`config.mk`:
```
export PLATFORM = sky130hd
export DESIGN_NAME = regfile_mp
export DESIGN_NICKNAME = d
export VERILOG_FILES = /design/src/rtl/arya_pkg.sv /design/src/rtl/regfile_scoreboard.sv /design/src/rtl/regfile_mp.sv
export SDC_FILE = /design/constraint.sdc
export NUM_CORES = 2
export LEC_CHECK = 0
export CORE_UTILIZATION = 55
export CTS_CLUSTER_SIZE = 25
export DETAILED_ROUTE_END_ITERATION = 8
export PLACE_DENSITY_LB_ADDON = 0.15
export REMOVE_ABC_BUFFERS = 1
export SYNTH_ARGS = -nofsm -noshare
export SYNTH_HDL_FRONTEND = slang
export SYNTH_SLANG_ARGS = --single-unit
export TNS_END_PERCENT = 20
```
`constraint.sdc`:
```
create_clock -name clk -period 2.7 [get_ports clk]
set_input_delay 0.675 -clock clk [delete_from_list [all_inputs] [get_ports clk]]
set_output_delay 0.675 -clock clk [all_outputs]
set_load 0.01 [all_outputs]
```
`src/rtl/arya_pkg.sv`:
```
// Shared constants for the register file slice: default datapath and address widths.
// Imported by regfile_mp (which optionally supports the REGFILE_BYPASS_EN build macro) and regfile_scoreboard.
package arya_pkg;

    localparam int INST_WIDTH     = 32;
    localparam int DATAPATH_WIDTH = 64;
    localparam int REGFILE_ADDR   = 3;
    localparam int REGFILE_DEPTH  = 1 << REGFILE_ADDR;

    typedef logic [DATAPATH_WIDTH-1:0] word_t;

endpackage

```
`src/rtl/regfile_scoreboard.sv`:
```
// Busy-bit scoreboard: one reservation bit per register file entry.
// Reservations set a bit, writes clear it, clr wipes everything.
module regfile_scoreboard
    import arya_pkg::*;
#(
    parameter int AW = REGFILE_ADDR
) (
    input  logic                 clk,
    input  logic                 reset,
    input  logic                 rsv_en_i,
    input  logic [AW-1:0]        rsv_addr_i,
    input  logic                 wclr0_en_i,
    input  logic [AW-1:0]        wclr0_addr_i,
    input  logic                 wclr1_en_i,
    input  logic [AW-1:0]        wclr1_addr_i,
    input  logic                 clr_i,
    output logic [(1<<AW)-1:0]   busy_o
);

    localparam int DEPTH = 1 << AW;

    logic [DEPTH-1:0] busy_q;
    logic [DEPTH-1:0] busy_d;

    // Reservation is applied after the write clears so a same-cycle reserve wins.
    always_comb begin
        busy_d = busy_q;
        if (wclr0_en_i) busy_d[wclr0_addr_i] = 1'b0;
        if (wclr1_en_i) busy_d[wclr1_addr_i] = 1'b0;
        if (rsv_en_i)   busy_d[rsv_addr_i]   = 1'b1;
        if (clr_i)      busy_d               = '0;
    end

    always_ff @(posedge clk or negedge reset) begin
        if (!reset) begin
            busy_q <= '0;
        end else begin
            busy_q <= busy_d;
        end
    end

    assign busy_o = busy_q;

endmodule

```
`src/rtl/regfile_mp.sv`:
```
// Multi-read, dual-write register file with per-entry busy bits and optional hardwired-zero entry 0.
// Define REGFILE_BYPASS_EN to forward same-cycle write data (and a cleared busy) to matching read ports.
module regfile_mp
    import arya_pkg::*;
#(
    parameter int DW      = DATAPATH_WIDTH,
    parameter int AW      = REGFILE_ADDR,
    parameter int NRD     = 2,
    parameter bit R0_ZERO = 1'b0
) (
    input  logic                clk,
    input  logic                reset,
    input  logic                clr,
    input  logic [NRD*AW-1:0]   raddr,
    output logic [NRD*DW-1:0]   rdata,
    output logic [NRD-1:0]      rbusy,
    input  logic                wena0,
    input  logic [AW-1:0]       waddr0,
    input  logic [DW-1:0]       wdata0,
    input  logic                wena1,
    input  logic [AW-1:0]       waddr1,
    input  logic [DW-1:0]       wdata1,
    input  logic                rsv_en,
    input  logic [AW-1:0]       rsv_addr
);

    localparam int DEPTH = 1 << AW;

    logic [DW-1:0]    mem_q [DEPTH];
    logic [DW-1:0]    mem_d [DEPTH];
    logic [DEPTH-1:0] busy;
    logic             we0;
    logic             we1;
    logic             rsvEn;

    // With R0_ZERO, anything aimed at entry 0 is dropped before it reaches state.
    assign we0   = wena0  && !(R0_ZERO && (waddr0   == '0));
    assign we1   = wena1  && !(R0_ZERO && (waddr1   == '0));
    assign rsvEn = rsv_en && !(R0_ZERO && (rsv_addr == '0));

    always_comb begin
        for (int j = 0; j < DEPTH; j++) begin
            mem_d[j] = clr ? '0 : mem_q[j];
        end
        if (!clr) begin
            if (we0) mem_d[waddr0] = wdata0;
            if (we1) mem_d[waddr1] = wdata1;
        end
    end

    always_ff @(posedge clk or negedge reset) begin
        if (!reset) begin
            for (int j = 0; j < DEPTH; j++) begin
                mem_q[j] <= '0;
            end
        end else begin
            for (int j = 0; j < DEPTH; j++) begin
                mem_q[j] <= mem_d[j];
            end
        end
    end

    regfile_scoreboard #(.AW(AW)) u_scoreboard (
        .clk          (clk),
        .reset        (reset),
        .rsv_en_i     (rsvEn),
        .rsv_addr_i   (rsv_addr),
        .wclr0_en_i   (we0),
        .wclr0_addr_i (waddr0),
        .wclr1_en_i   (we1),
        .wclr1_addr_i (waddr1),
        .clr_i        (clr),
        .busy_o       (busy)
    );

    for (genvar i = 0; i < NRD; i++) begin : g_rd
        logic [AW-1:0] rdAddr;
        logic [DW-1:0] rdSel;
        logic          rbSel;

        assign rdAddr = raddr[i*AW +: AW];

        // Reset gating is explicit so bypassed data cannot leak out while reset is held.
        always_comb begin
            rdSel = mem_q[rdAddr];
            rbSel = busy[rdAddr];
`ifdef REGFILE_BYPASS_EN
            if (we1 && (waddr1 == rdAddr)) begin
                rdSel = wdata1;
                rbSel = 1'b0;
            end else if (we0 && (waddr0 == rdAddr)) begin
                rdSel = wdata0;
                rbSel = 1'b0;
            end
`endif
            if (R0_ZERO && (rdAddr == '0)) begin
                rdSel = '0;
                rbSel = 1'b0;
            end
            if (!reset) begin
                rdSel = '0;
                rbSel = 1'b0;
            end
        end

        assign rdata[i*DW +: DW] = rdSel;
        assign rbusy[i]          = rbSel;
    end

endmodule

```
[Word-level counts from Yosys, hierarchy flattened]
Cells that the tools add are included.
Word-level totals
  bits in registers: 520
  output and inout port bits: 130
  word-level logic and storage cells: 79
Operators by class
  order comparisons: 14
  muxes and demuxes: 42
  bitwise operators: 9
  reduce and logical (&&, ||, !) cells: 5
Operators by type and width (count)
  512-bit 2-to-1 mux: 4
  512-bit bitwise mux: 2
  64-bit 2-to-1 mux: 16
  64-bit binary-select mux with 3-bit select: 2
  64-bit demux with 3-bit select: 2
  8-bit 2-to-1 mux: 4
  3-bit by 4-bit less-than comparator with 1-bit output (second input constant): 5
  8-bit AND: 2
  4-bit >= comparator (second input constant): 4
  3-bit inverter with 4-bit output: 4
  8-bit inverter: 2
  1-bit demux with 3-bit select: 3
  3-bit by 1-bit >= comparator with 1-bit output (second input constant): 3
  4-bit by 1-bit less-than comparator with 1-bit output (second input constant): 2
  8-bit OR: 1
  1-bit 2-to-1 mux: 7
  1-bit binary-select mux with 3-bit select: 2
  1-bit logical AND: 5

[Depth between registers and ports, before layout]
  depth in word-level cells: 12
  gate-level depth with buffers: 7

[Modules after synthesis]
A second synthesis with hierarchy kept.
Second synthesis, totals
  cell total of the unflattened synthesis: 3946
  area total of the unflattened synthesis: 34739.6 um2
Modules (own cells, without submodules)
  regfile_mp: instances 1, cells an instance 3896, area an instance 34255.4 um2, seq. area each 12812.3 um2
  regfile_scoreboard: instances 1, cells an instance 50, area an instance 484.2 um2, seq. area each 200.2 um2

[Least setup slack after synthesis]
No wires, ideal clock.
  kind: input -> output
  start: in raddr[5]
  end: out rdata[100]
  data arrival time: 1959 ps
  path slack: 66 ps
  stages on the path: 6
  cells stage by stage: buf_2 buf_2 clkbuf_1 mux4_2 inv_1 a221oi_1
Between the ends
  word-level cells in the longest chain between the ends: 5
Ends and longest elaborated chain
  from (decl): line regfile_mp.sv:14  | input logic [NRD*AW-1:0] raddr,
  3-bit inverter with 4-bit output (not written as such): line regfile_mp.sv:85  | rdSel = mem_q[rdAddr];
  64-bit binary-select mux with 3-bit select: line regfile_mp.sv:85
  64-bit 2-to-1 mux (not written as such) (2 in a row): line regfile_mp.sv:85
  64-bit 2-to-1 mux: line regfile_mp.sv:100  | if (!reset) begin
  to (decl): line regfile_mp.sv:15  | output logic [NRD*DW-1:0] rdata,
Every way passes these cells. The select of a mux whose other input is x is not followed.

[Worst setup path in the final report]
  start: in raddr[1]
  end: out rdata[56]
Same word-level chain as after synthesis.

==> metrics.txt <==
# TYPE chip_impl_metric gauge
chip_impl_metric{name="combinationalPowerShare",unit="%"} 20.4
chip_impl_metric{name="fmax",unit="MHz"} 348
chip_impl_metric{name="worst-endpoint-required",unit="ns"} 2.03
chip_impl_metric{name="worst_slew_pin_slew",unit="ns"} 0.735
chip_impl_info{name="crit_path_start_kind",value="input port"} 1
chip_impl_info{name="most-common-layout-cells",value="sky130_fd_sc_hd__nand2_1 (1026), sky130_fd_sc_hd__dfrtp_1 (520), sky130_fd_sc_hd__nor2_1 (517)"} 1
chip_impl_metric{name="drt-total-wl",unit="mm"} 139
chip_impl_metric{name="clk_latency",unit="ns"} 0.64
chip_impl_metric{name="timing.final.hold_violations",unit=""} 0
chip_impl_metric{name="tritoncts.num_buffers",unit=""} 59
chip_impl_metric{name="finalMaxSlewViolations",unit=""} 0
chip_impl_metric{name="die-width",unit="microns"} 251
chip_impl_metric{name="worstRegToRegCells",unit=""} 2
chip_impl_info{name="run_status",value="finished, violations left"} 1
chip_impl_metric{name="antenna_violating_nets_post_route",unit=""} 0
chip_impl_metric{name="gp_congestion",unit=""} 0.897
chip_impl_metric{name="seq_area_frac_synth",unit="%"} 38.2
chip_impl_metric{name="p_seq_share",unit="%"} 40.1
chip_impl_info{name="cp_cell_sequence",value="buf_16, buf_16, buf_8, mux4_2, inv_1, a221oi_1, buf_4, dlygate4sd2_1"} 1
chip_impl_metric{name="cellPowerDensity",unit="nW/um^2"} 482
chip_impl_metric{name="design.portCount",unit=""} 279
chip_impl_metric{name="grt_start_max_net_pins",unit=""} 85
chip_impl_metric{name="grt_antenna_before_repair",unit=""} 7
chip_impl_info{name="critical_path.endpoint_type",value="primary output"} 1
chip_impl_metric{name="total_leakage_power",unit="nW"} 18.0
chip_impl_metric{name="grt.total_usage",unit="%"} 43.1
chip_impl_metric{name="vdd.ir_drop.worst",unit="mV"} 0.440
chip_impl_metric{name="worst-r2r-setup-slack",unit="ns"} 1.69
chip_impl_metric{name="power_frac_clock",unit="%"} 39.6
chip_impl_metric{name="tns",unit="ns"} -5.04
chip_impl_metric{name="crit_path_max_fanout",unit=""} 6
chip_impl_info{name="clock_tree_from_tritoncts",value="done"} 1
chip_impl_metric{name="final_critical_path_setup_slack",unit="ns"} -0.174
chip_impl_metric{name="synth-warning-count",unit=""} 0
chip_impl_metric{name="floorplan.die.height",unit="microns"} 251
chip_impl_metric{name="die_footprint",unit="sq um"} 62900
chip_impl_metric{name="cts.path.max_buffers",unit=""} 3
chip_impl_metric{name="nNetsFinal",unit=""} 4338
chip_impl_metric{name="total_switching_power",unit="mW"} 6.21
chip_impl_metric{name="rows",unit=""} 90
chip_impl_info{name="timing.setup.critical_path_class",value="in -> out"} 1
chip_impl_metric{name="total_vias_in_the_final_route",unit=""} 35200
chip_impl_metric{name="synth_area",unit="sq um"} 34100
chip_impl_metric{name="max-cap-violations",unit=""} 0
chip_impl_info{name="mostFrequentLayoutCell",value="sky130_fd_sc_hd__nand2_1"} 1
chip_impl_metric{name="slew-limit-headroom",unit="%"} 51.0
chip_impl_metric{name="grt_first_pass_wirelength",unit="mm"} 209
chip_impl_info{name="critPathSlowestCell",value="sky130_fd_sc_hd__mux4_2"} 1
chip_impl_metric{name="synthToLayoutAreaGrowth",unit="%"} 28.8
chip_impl_metric{name="clk_pin_slew_worst_paths",unit="ns"} 0.06
chip_impl_metric{name="final_cell_count_no_fill",unit=""} 5023
chip_impl_metric{name="number_of_remaining_drc_errors",unit=""} 0
chip_impl_metric{name="cellInternalPower",unit="mW"} 14.9
chip_impl_info{name="critPathMostFrequentCell",value="sky130_fd_sc_hd__buf_16"} 1
chip_impl_info{name="ctsRootBufferMaster",value="sky130_fd_sc_hd__clkbuf_16"} 1
chip_impl_info{name="endpoint_of_the_worst_slack_reg_to_reg_timing_path",value="mem_q[323]"} 1
chip_impl_info{name="timing.hold.worst.class",value="in -> async"} 1
chip_impl_metric{name="floorplan.core_area",unit="sq um"} 60800
chip_impl_metric{name="post_synth.cell_area_avg",unit="sq um"} 8.67
chip_impl_metric{name="post_dp_cell_area",unit="sq um"} 40000
chip_impl_metric{name="drt-wirelength-per-cell",unit="microns"} 27.6
chip_impl_metric{name="synth_cell_type_count",unit=""} 29
chip_impl_metric{name="switching_share",unit="%"} 29.4
chip_impl_metric{name="numPortBuffers",unit=""} 278
chip_impl_metric{name="setup-violations-final",unit=""} 88
chip_impl_metric{name="dp.cells",unit=""} 4817
chip_impl_metric{name="worstPathArrival",unit="ns"} 2.20
chip_impl_metric{name="report.power.total",unit="mW"} 21.1
chip_impl_metric{name="clock_tree.htree_level_count",unit=""} 2
chip_impl_metric{name="cp_slowest_stage_delay",unit="ns"} 0.49
chip_impl_metric{name="drt_first_iter_violations",unit=""} 4989
chip_impl_metric{name="initial_cell_density_of_the_core",unit="%"} 56.0
chip_impl_metric{name="final_min_period_over_clock_period",unit="%"} 106
chip_impl_metric{name="via_count_of_the_first_global_routing_pass",unit=""} 34600
chip_impl_metric{name="dp_hpwl",unit="mm"} 85.1
chip_impl_metric{name="clock_sink_count",unit=""} 520
chip_impl_info{name="violations_in_the_final_reports",value="negative setup slack"} 1
chip_impl_metric{name="grt-ovfl-total",unit=""} 0
chip_impl_metric{name="post_layout_minimum_cycle_time",unit="ns"} 2.87
chip_impl_metric{name="firstDrtPassIters",unit=""} 6
chip_impl_metric{name="post_route_cells_drive_above_1_share",unit="%"} 27.4
chip_impl_info{name="critical_path.reg2reg.startpoint",value="mem_q[323]"} 1
chip_impl_info{name="crit_start",value="raddr[1]"} 1
chip_impl_metric{name="ys_ff_latch",unit=""} 520
chip_impl_metric{name="synthesis.instances",unit=""} 3931
chip_impl_info{name="grt_setup_unrepaired",value="true"} 1
chip_impl_metric{name="final_design_area_no_fill",unit="sq um"} 43900
chip_impl_metric{name="fin_worst_skew",unit="ns"} 0
chip_impl_metric{name="fin_util",unit="%"} 72.2
chip_impl_metric{name="vias_per_cell",unit=""} 7.01
[worst max path at each step]
stage | cells after the start | endpoint
after floorplan | 3 | u_scoreboard.busy_o[1]
after global placement | 7 | rdata[98]
after detailed placement | 7 | rdata[98]
after CTS | 8 | rdata[47]
after global routing | 9 | rdata[114]
final | 8 | rdata[56]
[synth_stat cells (all sizes together)]
cell type	count	area share, %
o21ai	130	1.9
clkbuf	242	2.7
nand2	1026	11
or4b	2	0.059
inv	130	1.4
and4	1	0.026
nand4bb	6	0.20
nor4b	1	0.044
a221oi	130	3.3
and4b	3	0.088
buf	288	4.5
nand3	6	0.088
nand2b	2	0.037
dfrtp	520	38
and2	1	0.018
nor2	519	5.7
a21oi	4	0.059
a32oi	4	0.10
nand4b	6	0.15
and4bb	3	0.11
a311oi	512	13
mux4	130	8.6
mux2i	130	3.8
mux2	130	4.3
nand4	2	0.037
nor2b	3	0.055
[critical path: cells and delay by family]
kind,cells,cell delay (ns)
muxes,1,0.49
AOI/OAI and AO/OA,1,0.07
buffers and inverters,6,0.96
[metal layers]
layer  global-route usage [%]  wire (microns)  vias to the layer above
met5                        0              25                        -
met4                     22.1            7700                        4
met3                     10.2           19000                      587
met2                     65.6           61800                     2857
met1                     57.8           50100                    17100
li1                         -               -                    14600
[logic make-up after synthesis]
kind of cell	synth area share [%]
multiplexers	16.7
AND/OR/NAND/NOR	17.9
buffers and inverters	8.58
AO/OA/AOI/OAI	18.6
flip-flops	38.2
[final cells by class]
class	instances	area [sq um]
fillers	4378	16900
clock buffers	91	1780
clock inverters	16	186
repair buffers	727	8200
well taps	782	978
flip-flops and latches	520	13000
inverters	130	488
multi-input cells	2751	19200
diodes	6	15.0
[power by group through the flow]
stage	combinational, mW	clock (mW)	sequential, mW
6_report	4.31	8.37	8.47
5_1_grt	4.50	8.68	8.51
4_1_cts	4.00	8.37	8.45
3_5_place_dp	3.78	0	8.59
3_3_place_gp	3.73	0	8.57
2_1_floorplan	1.43	0	8.49
[per-stage QoR]
| stage | hold WS [ns] | setup WS (ns) |
|---|---|---|
| after detailed placement | 0.553 | -0.644 |
| after global placement | 0.530 | -0.638 |
| after global routing | 0.0901 | -0.198 |
| after CTS | 0.0565 | -0.230 |
| after floorplan | 0.379 | -1.83 |
| final | 0.110 | -0.174 |
[sequential cells by signal, summed over array words and instances (netlist names)]
name / flops
u_scoreboard.busy_o: 8
mem_q: 512
[timing repair]
| item | CTS | global route |
|---|---|---|
| buffers inserted | 70 | 25 |
| pin swaps | 10 | 23 |
| endpoints found under the setup margin | 130 | 126 |
| resized for setup | 556 | 329 |
| gates cloned | 10 | 2 |
| hold buffers | 0 | 0 |
Note: power is estimated with default switching activity, not from simulation.
